`src/rtl/fetch_unit_if.sv`:
```
// Fetch-stage bundle: decode control in, ROM address/data, and the fetched instruction out to decode.
interface fetch_unit_if #(
  parameter int ADDR_WIDTH = 10,
  parameter int DATA_WIDTH = 32
);
  logic                  stall;
  logic                  redirect_valid;
  logic [31:0]           redirect_target;
  logic [ADDR_WIDTH-1:0] imem_addr;
  logic [DATA_WIDTH-1:0] imem_data;
  logic [DATA_WIDTH-1:0] inst;
  logic [31:0]           pc;
  logic [31:0]           pc_plus4;
  logic                  inst_valid;
  logic                  fetch_fault;
  logic [31:0]           fault_addr;

  modport master (
    input  stall, redirect_valid, redirect_target, imem_data,
    output imem_addr, inst, pc, pc_plus4, inst_valid, fetch_fault, fault_addr
  );

  modport slave (
    output stall, redirect_valid, redirect_target, imem_data,
    input  imem_addr, inst, pc, pc_plus4, inst_valid, fetch_fault, fault_addr
  );
endinterface

```
`src/rtl/fetch_unit.sv`:
```
// Instruction fetch: owns the PC, addresses the sync-read ROM from next-PC, halts on a fetch fault.
//   state | meaning
//   BOOT  | first cycle after reset, ROM addressed at RESET_PC
//   RUN   | fetching one instruction per cycle
//   HALT  | fault captured, waiting for reset
module fetch_unit #(
  parameter int          ADDR_WIDTH = 10,
  parameter int          DATA_WIDTH = 32,
  parameter logic [31:0] RESET_PC   = 32'h0000_0000
) (
  input  logic         clk,
  input  logic         rst,
  fetch_unit_if.master bus
);

  typedef enum logic [1:0] {BOOT, RUN, HALT} state_t;

  state_t      state_q, state_d;
  logic [31:0] pc_q, pc_d;
  logic        inst_valid_q, inst_valid_d;
  logic        fetch_fault_q, fetch_fault_d;
  logic [31:0] fault_addr_q, fault_addr_d;
  logic [31:0] pc_next;
  logic        fault;

  always_comb begin
    pc_next       = pc_q;
    fault         = 1'b0;
    state_d       = state_q;
    pc_d          = pc_q;
    inst_valid_d  = inst_valid_q;
    fetch_fault_d = fetch_fault_q;
    fault_addr_d  = fault_addr_q;
    case (state_q)
      BOOT: begin
        pc_next      = RESET_PC;
        pc_d         = RESET_PC;
        inst_valid_d = 1'b1;
        state_d      = RUN;
      end
      RUN: begin
        if (bus.redirect_valid)  pc_next = bus.redirect_target;
        else if (bus.stall)      pc_next = pc_q;
        else                     pc_next = pc_q + 32'd4;
        fault = (pc_next[1:0] != 2'b00) || (pc_next[31:ADDR_WIDTH+2] != '0);
        if (fault) begin
          // pc stays on the last good instruction so the fault is debuggable
          fault_addr_d  = pc_next;
          fetch_fault_d = 1'b1;
          inst_valid_d  = 1'b0;
          state_d       = HALT;
        end else begin
          pc_d         = pc_next;
          inst_valid_d = 1'b1;
        end
      end
      default: begin
        pc_next      = pc_q;
        inst_valid_d = 1'b0;
        state_d      = HALT;
      end
    endcase
  end

  always_ff @(posedge clk) begin
    if (rst) begin
      state_q       <= BOOT;
      pc_q          <= RESET_PC;
      inst_valid_q  <= 1'b0;
      fetch_fault_q <= 1'b0;
      fault_addr_q  <= 32'd0;
    end else begin
      state_q       <= state_d;
      pc_q          <= pc_d;
      inst_valid_q  <= inst_valid_d;
      fetch_fault_q <= fetch_fault_d;
      fault_addr_q  <= fault_addr_d;
    end
  end

  assign bus.imem_addr   = fault ? pc_q[ADDR_WIDTH+1:2] : pc_next[ADDR_WIDTH+1:2];
  assign bus.inst        = inst_valid_q ? bus.imem_data : '0;
  assign bus.pc          = pc_q;
  assign bus.pc_plus4    = pc_q + 32'd4;
  assign bus.inst_valid  = inst_valid_q;
  assign bus.fetch_fault = fetch_fault_q;
  assign bus.fault_addr  = fault_addr_q;

endmodule

```
`src/flat_wrapper.sv`:
```
// flat-port wrapper written by rule: the top's interface ports become plain ports
module fetch_unit_flat 
#(
  parameter int          ADDR_WIDTH = 10,
  parameter int          DATA_WIDTH = 32,
  parameter logic [31:0] RESET_PC   = 32'h0000_0000
)
  (clk, rst, bus_stall, bus_redirect_valid, bus_redirect_target, bus_imem_data, bus_imem_addr, bus_inst, bus_pc, bus_pc_plus4, bus_inst_valid, bus_fetch_fault, bus_fault_addr);
  fetch_unit_if #(.ADDR_WIDTH(ADDR_WIDTH), .DATA_WIDTH(DATA_WIDTH)) bus_i ();
  input  logic clk;
  input  logic rst;
  input wire logic [$bits(bus_i.stall)-1:0] bus_stall;
  input wire logic [$bits(bus_i.redirect_valid)-1:0] bus_redirect_valid;
  input wire logic [$bits(bus_i.redirect_target)-1:0] bus_redirect_target;
  input wire logic [$bits(bus_i.imem_data)-1:0] bus_imem_data;
  output wire logic [$bits(bus_i.imem_addr)-1:0] bus_imem_addr;
  output wire logic [$bits(bus_i.inst)-1:0] bus_inst;
  output wire logic [$bits(bus_i.pc)-1:0] bus_pc;
  output wire logic [$bits(bus_i.pc_plus4)-1:0] bus_pc_plus4;
  output wire logic [$bits(bus_i.inst_valid)-1:0] bus_inst_valid;
  output wire logic [$bits(bus_i.fetch_fault)-1:0] bus_fetch_fault;
  output wire logic [$bits(bus_i.fault_addr)-1:0] bus_fault_addr;
  assign bus_i.stall = bus_stall;
  assign bus_i.redirect_valid = bus_redirect_valid;
  assign bus_i.redirect_target = bus_redirect_target;
  assign bus_i.imem_data = bus_imem_data;
  assign bus_imem_addr = bus_i.imem_addr;
  assign bus_inst = bus_i.inst;
  assign bus_pc = bus_i.pc;
  assign bus_pc_plus4 = bus_i.pc_plus4;
  assign bus_inst_valid = bus_i.inst_valid;
  assign bus_fetch_fault = bus_i.fetch_fault;
  assign bus_fault_addr = bus_i.fault_addr;
  fetch_unit #(.ADDR_WIDTH(ADDR_WIDTH), .DATA_WIDTH(DATA_WIDTH), .RESET_PC(RESET_PC)) u_core (.clk(clk), .rst(rst), .bus(bus_i));
endmodule
```
`config.mk`:
```
export PLATFORM = sky130hd
export DESIGN_NAME = fetch_unit_flat
export DESIGN_NICKNAME = d
export VERILOG_FILES = /design/src/rtl/fetch_unit_if.sv /design/src/rtl/fetch_unit.sv /design/src/flat_wrapper.sv
export SDC_FILE = /design/constraint.sdc
export NUM_CORES = 1
export LEC_CHECK = 0
export BUFFER_PORTS_ARGS = -buffer_cell sky130_fd_sc_hd__buf_2
export CELL_PAD_IN_SITES_DETAIL_PLACEMENT = 0
export CELL_PAD_IN_SITES_GLOBAL_PLACEMENT = 1
export CORE_MARGIN = 1
export CORE_UTILIZATION = 33
export DETAILED_ROUTE_END_ITERATION = 10
export PLACE_DENSITY_LB_ADDON = 0.1
export SLEW_MARGIN = 40
export SYNTH_ARGS = -nofsm -noshare
export SYNTH_HDL_FRONTEND = slang
export SYNTH_SLANG_ARGS = --single-unit
```
`constraint.sdc`:
```
create_clock -name clk -period 4.5 [get_ports clk]
set_input_delay 0 -clock clk [delete_from_list [all_inputs] [get_ports clk]]
set_output_delay 0 -clock clk [all_outputs]
set_load 0.03 [all_outputs]
```
==> results.rst, run 1 <==
.. list-table::
   :header-rows: 1

   * - Metric
     - Value
   * - Part of the Yosys area used for sequential elements
     - 30.16%
   * - Post-CTS Resized
     - 0
   * - Total global-route track usage
     - 22.61%
   * - Total of warnings raised by yosys
     - 0
   * - Shortest period the worst path allows
     - 4.138 ns
   * - Slew Limit Fails
     - 0
   * - Highest Clock Rate
     - 241.6 MHz
   * - Count of antenna-violating nets left after detailed routing
     - 0
   * - I/O pin total
     - 208
   * - Mean instance size in the synthesized netlist
     - 7.754 um2
   * - Simple-Gate Fraction of Synth Area
     - 31.47%
   * - Power per cell area
     - 286.4 mW/mm2
   * - Max Cap Violations
     - 0
   * - DRT Pass-1 Iters
     - 4
   * - Proportion of synthesized area in mux cells
     - 7.541%
   * - Wire length of the first global-routing pass
     - 24.80 mm
   * - Nature of the critical path startpoint
     - flop
   * - Maximum buffer depth of the clock tree
     - 2
   * - Cts-stage hold buffer count
     - 1
   * - Buffers added on ports
     - 207
   * - Number of endpoints with negative hold slack in the final report
     - 0
   * - Setup fix buffers added after clock tree synthesis
     - 0
   * - Area of the mapped netlist
     - 0.004513 mm2
   * - Worst Max-Slew Pin Slew
     - 0.6694 ns
   * - Run status
     - finished, final reports clean
   * - Initial cell density of the core
     - 33.95%
   * - Number of global-route vias before repair
     - 4,402
   * - Total clock sinks
     - 68
   * - Total congestion overflow
     - 0
   * - Arrival time reported for the critical path endpoint
     - 4.14 ns
   * - Count of H-tree levels built during CTS
     - 3
   * - Period utilization
     - 91.96%
   * - Most frequent cells in the layout
     - buf_2 (207), nand2_1 (84), dfxtp_1 (67)
   * - Endpoint required time on the critical path
     - 4.50 ns
   * - Number of synthesized flops with an enable pin
     - 0
   * - Antenna violations before repair
     - 0
   * - Synth Area in Compound Gates
     - 15.08%
   * - Adder and majority gate portion of the synthesized area
     - 0.2772%
   * - Relative slew margins
     - 55.03%
   * - Share of final-layout standard cells stronger than drive strength 1
     - 35.78%
   * - Detailed-route wire length per cell
     - 17.13 um
   * - Layout overhead on the synthesized area
     - 32.27%
   * - Worst Clk Skew
     - 0.005588 ns
   * - Area enclosed by the die boundary
     - 0.01415 mm2
   * - Width of the chip
     - 118.9 um
   * - Routability congestion estimate
     - 0.8642
   * - Post-DP HPWL
     - 12.17 mm
   * - Drt first-iter violations
     - 271
   * - RSZ-0062 raised after global routing
     - no
   * - Standard-cell row count
     - 42
   * - Maximum number of pins on one net before global-route repair
     - 56
   * - Setup tns final
     - 0 ns
   * - Floorplan die height
     - 118.9 um
   * - Total nets after synthesis
     - 651
   * - Fraction of registers with async set/reset
     - 0%
   * - Most frequent CP cell
     - or4_1
   * - Highest net fanout along the worst path
     - 25
   * - Maximum resistive drop on vdd
     - 0.0001562 V
   * - Hold/Removal Path Class
     - in2reg
   * - Final Non-Filler Cells
     - 939
   * - TritonCTS clock tree
     - yes
   * - Reg-to-reg setup timing slack
     - 0.75 ns
   * - Combinational family with the most area after synthesis
     - simple AND/OR/NAND/NOR gates
   * - Root buf cell
     - clkbuf_16
   * - Cell breakdown of the critical path
     - ha_1 > nand4b_1 > nor4_4 > nand4_2 > a2111oi_2 > o2111ai_1 > or4_1 > buf_4 > or4_1 > nand3_1 > buf_2
   * - Via density per instance
     - 5.146
   * - Power, Total
     - 1.710 mW
   * - Largest incremental delay on the critical path
     - 0.57 ns
   * - Clock latency of the later-clocked register in the worst-skew pair
     - 0.34 ns
   * - Number of vias after detailed routing
     - 4,832
   * - Most common cell after layout, fill and taps aside
     - buf_2
   * - Count of unresolved DRC violations after routing
     - 0
   * - Crit-path slowest cell
     - or4_1
   * - Fill cell count
     - 1,405
   * - Total core area
     - 0.01330 mm2
   * - Placed cell count
     - 922
   * - Post-layout nets
     - 827
   * - Count of unique library cells instantiated by Yosys
     - 57
   * - Final setup viols
     - 0
   * - Xor and xnor fraction of the mapped netlist area
     - 8.927%
   * - Most used DFF post-synth
     - dfxtp_1
   * - Category of the critical setup timing path
     - reg2out
   * - Number of buffers added by the clock tree synthesis step
     - 9
   * - Crit. End Element
     - output port
   * - CTS clk-pin slew, worst paths
     - 0.06 ns
   * - Antenna diode instance count
     - 0
   * - Total length of routed wires
     - 16.09 mm
   * - Number of instances in the synthesized netlist
     - 582
   * - Flops & latches, synth
     - 68
   * - P_leak
     - 2.854 nW
==> path summary, 6_finish.rpt <==
kind / start / depth (start not counted) / to
worst max-delay path: u_core.bus.pc[2]$_SDFFE_PP0P_ / 11 / bus_imem_addr[9]
worst max register to register: u_core.bus.pc[2]$_SDFFE_PP0P_ / 11 / u_core.bus.fault_addr[20]$_SDFFE_PP0P_
worst min register to register: u_core.bus.fault_addr[8]$_SDFFE_PP0P_ / 2 / u_core.bus.fault_addr[8]$_SDFFE_PP0P_
worst min-delay path: bus_redirect_target[17] / 3 / u_core.bus.fault_addr[17]$_SDFFE_PP0P_
==> worst max-delay path: cells and delay by family, from the launching register on <==
kind / cells / cell delay [ns]
and+or+nand+nor: 6 / 1.99
DFF: 1 / 0.50
adders and majority gates: 1 / 0.28
buffers and inverters: 2 / 0.45
AOI/OAI and AO/OA: 2 / 0.58
==> final cells by class <==
class | count | area, um2 | area share [%]
repair buffers | 221 | 1164 | 19.49
inverters | 12 | 47.55 | 0.7965
well taps | 176 | 220.2 | 3.689
flip-flops and latches | 68 | 1363 | 22.83
clock inverters | 6 | 88.84 | 1.488
multi-input cells | 446 | 2858 | 47.87
clock buffers | 10 | 229.0 | 3.836
==> layer usage <==
metal  up-vias  track usage (%)  share of wire, %
li1       2403                -                 -
met1      2253            32.57                48
met2       166            34.50                45
met3        10            3.879               5.6
met4         0            6.013              0.72
met5         -                0                 0
==> cells in the mapped netlist (3+ instances only) <==
| cell | number | area share, % |
|---|---|---|
| and3_1 | 4 | 0.55 |
| xnor2_1 | 24 | 4.7 |
| mux2i_1 | 25 | 5.5 |
| or4_1 | 5 | 0.83 |
| a31o_2 | 5 | 0.97 |
| nor4_1 | 8 | 1.1 |
| and4_1 | 5 | 0.97 |
| nand2_1 | 84 | 7.0 |
| nand2b_1 | 3 | 0.42 |
| nor3_1 | 16 | 1.8 |
| mux2_2 | 8 | 2.0 |
| o21ai_0 | 10 | 1.1 |
| a211oi_1 | 6 | 1.0 |
| o211ai_1 | 15 | 2.5 |
| or4_4 | 7 | 1.7 |
| nand4b_1 | 3 | 0.58 |
| dfxtp_1 | 68 | 30 |
| buf_2 | 17 | 1.9 |
| nand3_1 | 19 | 2.1 |
| a31oi_1 | 15 | 2.1 |
| clkbuf_1 | 31 | 2.6 |
| inv_1 | 9 | 0.75 |
| or2_2 | 10 | 1.4 |
| a21oi_1 | 32 | 3.5 |
| nand4_1 | 12 | 1.7 |
| and2_1 | 33 | 4.6 |
| o211a_1 | 4 | 0.89 |
| buf_1 | 4 | 0.33 |
| buf_4 | 3 | 0.50 |
| nor2_1 | 31 | 2.6 |
| xor2_1 | 22 | 4.3 |
| nor2b_1 | 9 | 1.2 |
| or3_1 | 7 | 0.97 |
==> report_power, final <==
group          switching (mW)  internal [mW]  total [mW]
combinational           0.198          0.106       0.304
sequential             0.0221          0.622       0.645
clock                   0.277          0.485       0.762
total                   0.497           1.21        1.71
==> cells by family after synthesis <==
| kind of cell | Yosys count |
|---|---|
| buffers and inverters | 68 |
| xor gates and xnor gates | 46 |
| DFF | 68 |
| AOI/OAI and AO/OA | 103 |
| adders and majority gates | 1 |
| and+or+nand+nor | 263 |
| muxes | 33 |
==> metrics by stage <==
step	util, %	worst slack, ns	hold WS [ns]	instance area [um2]
after floorplan	-	0.9828	0.2040	4513
after global placement	42.19	0.5927	0.3371	5609
after detailed placement	42.42	0.6938	0.3408	5640
after CTS	44.89	0.3055	0.001516	5968
after global routing	44.90	0.06095	0.02678	5969
final	44.90	0.3616	0.008573	5969
==> sequential cells by signal, summed over array words and instances, names as in the netlist <==
| signal | cells |
|---|---|
| u_core.bus.fault_addr | 32 |
| u_core.state_q | 2 |
| u_core.bus.pc | 32 |
| u_core.bus.inst_valid | 1 |
| u_core.bus.fetch_fault | 1 |
No activity file was read; power rests on OpenSTA's default activity.
==> run 2: changes to the inputs <==
Settings changed: BUFFER_PORTS_ARGS -buffer_cell sky130_fd_sc_hd__buf_2 to default, CORE_UTILIZATION 33 to 45, DONT_BUFFER_PORTS from default to 1.
==> run 2 against run 1 <==
- maximum frequency shrank 2.6%
- first-iteration DRC count grew 26%
- final cell count shrank 23%
- via count shrank 11%
- sequential power grew 5.7%
- worst setup slack lost 0.11 ns
- critical path depth shrank 1
- routed wire length shrank 4.6%
- final area shrank 16%
- combinational power shrank 32%
- non-clock buffer count shrank 178
- largest cell class unchanged
- highest routed layer unchanged
==> results.rst, run 2 (synthesis gave the netlist of run 1 again) <==
.. list-table::
   :header-rows: 1

   * - Metric
     - Value
   * - Hold/Removal Path Class
     - in2reg
   * - Routed length on met3
     - 1.336 mm
   * - Total length of routed wires
     - 15.35 mm
   * - Arrival time reported for the critical path endpoint
     - 4.55 ns
   * - Total core area
     - 0.009729 mm2
   * - Floorplan die height
     - 102.1 um
   * - Setup fix buffers added after clock tree synthesis
     - 0
   * - Power per cell area
     - 271.6 mW/mm2
   * - Count of antenna-violating nets left after detailed routing
     - 0
   * - Area of the multi-input gates
     - 0.002856 mm2
   * - Count of unresolved DRC violations after routing
     - 0
   * - Maximum number of pins on one net before global-route repair
     - 56
   * - Setup tns final
     - 0 ns
   * - CTS clk-pin slew, worst paths
     - 0.09 ns
   * - Worst Max-Slew Pin Slew
     - 0.7663 ns
   * - Top Metal Used
     - met4
   * - P_leak
     - 1.911 nW
   * - Post-route met1 wirelength
     - 7.335 mm
   * - Maximum resistive drop on vdd
     - 0.0001467 V
   * - Number of endpoints with negative hold slack in the final report
     - 0
   * - Number of global-route vias before repair
     - 3,964
   * - Endpoint required time on the critical path
     - 4.80 ns
   * - TritonCTS clock tree
     - yes
   * - Crit. End Element
     - flop
   * - Worst Clk Skew
     - 0.01687 ns
   * - Fill cell count
     - 1,003
   * - Standard-cell row count
     - 36
   * - Initial cell density of the core
     - 46.39%
   * - Root buf cell
     - clkbuf_8
   * - Final setup viols
     - 0
   * - Highest Clock Rate
     - 235.3 MHz
   * - Relative slew margins
     - 48.84%
   * - Critical path origin
     - u_core.bus.pc[15]$_SDFFE_PP0P_
   * - Via density per instance
     - 5.997
   * - Width of the chip
     - 102.1 um
   * - Period utilization
     - 94.43%
   * - Most common cell after layout, fill and taps aside
     - nand2_1
   * - Most frequent cells in the layout
     - nand2_1 (84), dfxtp_1 (66), and2_1 (33)
   * - Nature of the critical path startpoint
     - flop
   * - Total global-route track usage
     - 29.64%
   * - Slew Limit Fails
     - 0
   * - Buffers added on ports
     - 0
   * - Run status
     - finished, final reports clean
   * - I/O pin total
     - 208
   * - Antenna violations before repair
     - 1
   * - Clock latency of the later-clocked register in the worst-skew pair
     - 0.35 ns
   * - Startpoint of the worst register-to-register path
     - u_core.bus.pc[15]$_SDFFE_PP0P_
   * - Routability congestion estimate
     - 0.9800
   * - Placed cell count
     - 685
   * - Area of all sequential standard cells
     - 0.001364 mm2
   * - Number of buffers added by the clock tree synthesis step
     - 9
   * - Maximum buffer depth of the clock tree
     - 2
   * - Routed length on met2
     - 6.430 mm
   * - Area enclosed by the die boundary
     - 0.01043 mm2
   * - Total congestion overflow
     - 0
   * - Post-layout nets
     - 649
   * - Category of the critical setup timing path
     - reg2reg
   * - Layout overhead on the synthesized area
     - 10.56%
   * - Final Non-Filler Cells
     - 719
   * - RSZ-0062 raised after global routing
     - no
   * - Highest net fanout along the worst path
     - 25
   * - Number of vias after detailed routing
     - 4,312
   * - Share of final-layout standard cells stronger than drive strength 1
     - 13.85%
   * - Post-DP HPWL
     - 11.31 mm
   * - Total clock sinks
     - 68
   * - Drt first-iter violations
     - 342
   * - Wire length of the first global-routing pass
     - 23.14 mm
   * - Max Cap Violations
     - 0
   * - Shortest period the worst path allows
     - 4.249 ns
   * - Detailed-route wire length per cell
     - 21.35 um
   * - DRT Pass-1 Iters
     - 5
   * - Count of H-tree levels built during CTS
     - 3
   * - Worst Hold Launch
     - bus_redirect_target[13]
==> run 2: cell types whose count changed in the layout (fill, tap and decap cells not counted), sizes merged <==
| cell | change |
|---|---|
| buf | -193 |
| bufinv | -2 |
| diode | +1 |
| clkinvlp | -1 |
| clkinv | +3 |
| dlygate4sd3 | +15 |
==> run 2: path summary, 6_finish.rpt <==
| path | endpoint | slack, ns | cells past startpoint |
|---|---|---|---|
| min reg2reg | u_core.bus.pc[14]$_SDFFE_PP0P_ | 0.60 | 2 |
| max | u_core.bus.pc[10]$_SDFFE_PP0P_ | 0.25 | 10 |
| max reg2reg | u_core.bus.pc[10]$_SDFFE_PP0P_ | 0.25 | 10 |
| min | u_core.bus.fault_addr[13]$_SDFFE_PP0P_ | 0.01 | 3 |
==> run 2: critical path, cell delays in order, from the launching register on <==
cell           delay [ns]
dfxtp_1              0.70
nand4_4              0.25
nor4_4               0.49
nand4_2              0.17
a2111oi_2            0.40
o2111ai_1            0.14
or4_1                0.53
buf_4                0.23
or4_4                0.55
a31oi_1              0.17
dlygate4sd3_1        0.55
==> run 2: where the power goes <==
| group | internal, mW | total [mW] | switching (mW) |
|---|---|---|---|
| Combinational | 0.0685 | 0.206 | 0.138 |
| Sequential | 0.621 | 0.682 | 0.0609 |
| Clock | 0.214 | 0.467 | 0.253 |
==> run 2: area by class of cell <==
class                   instances  area share [%]
diodes                          1         0.05015
clock buffers                  10           2.758
clock inverters                 6          0.8024
inverters                      12          0.9529
multi-input cells             446           57.25
flip-flops and latches         68           27.33
well taps                     133           3.335
repair buffers                 43           7.523
==> run 2: layer usage <==
| layer | up-vias | GRT usage, % |
|---|---|---|
| met4 | 0 | 7.253 |
| met2 | 200 | 41.61 |
| met5 | - | 0 |
| met1 | 2047 | 46.51 |
| li1 | 2037 | - |
| met3 | 28 | 4.309 |
==> run 2: per-stage QoR <==
step	util [%]	setup WS (ns)	power (mW)	cell area, um2	hold WS (ns)
2_1_floorplan	-	0.9828	0.8495	4513	0.2040
3_5_place_dp	47.56	0.6285	0.8809	4627	0.07773
3_3_place_gp	47.53	0.7218	0.8784	4624	0.07433
5_1_grt	51.29	0.04819	1.416	4990	0.01109
4_1_cts	51.23	0.2129	1.362	4985	0.00009490
6_report	51.29	0.2507	1.355	4990	0.01096
==> run 2: what timing repair did <==
item                                    CTS  global route
endpoints found under the setup margin    0             1
endpoints found under the hold margin    45             0
hold buffers                             17             0
resized for setup                         0             1
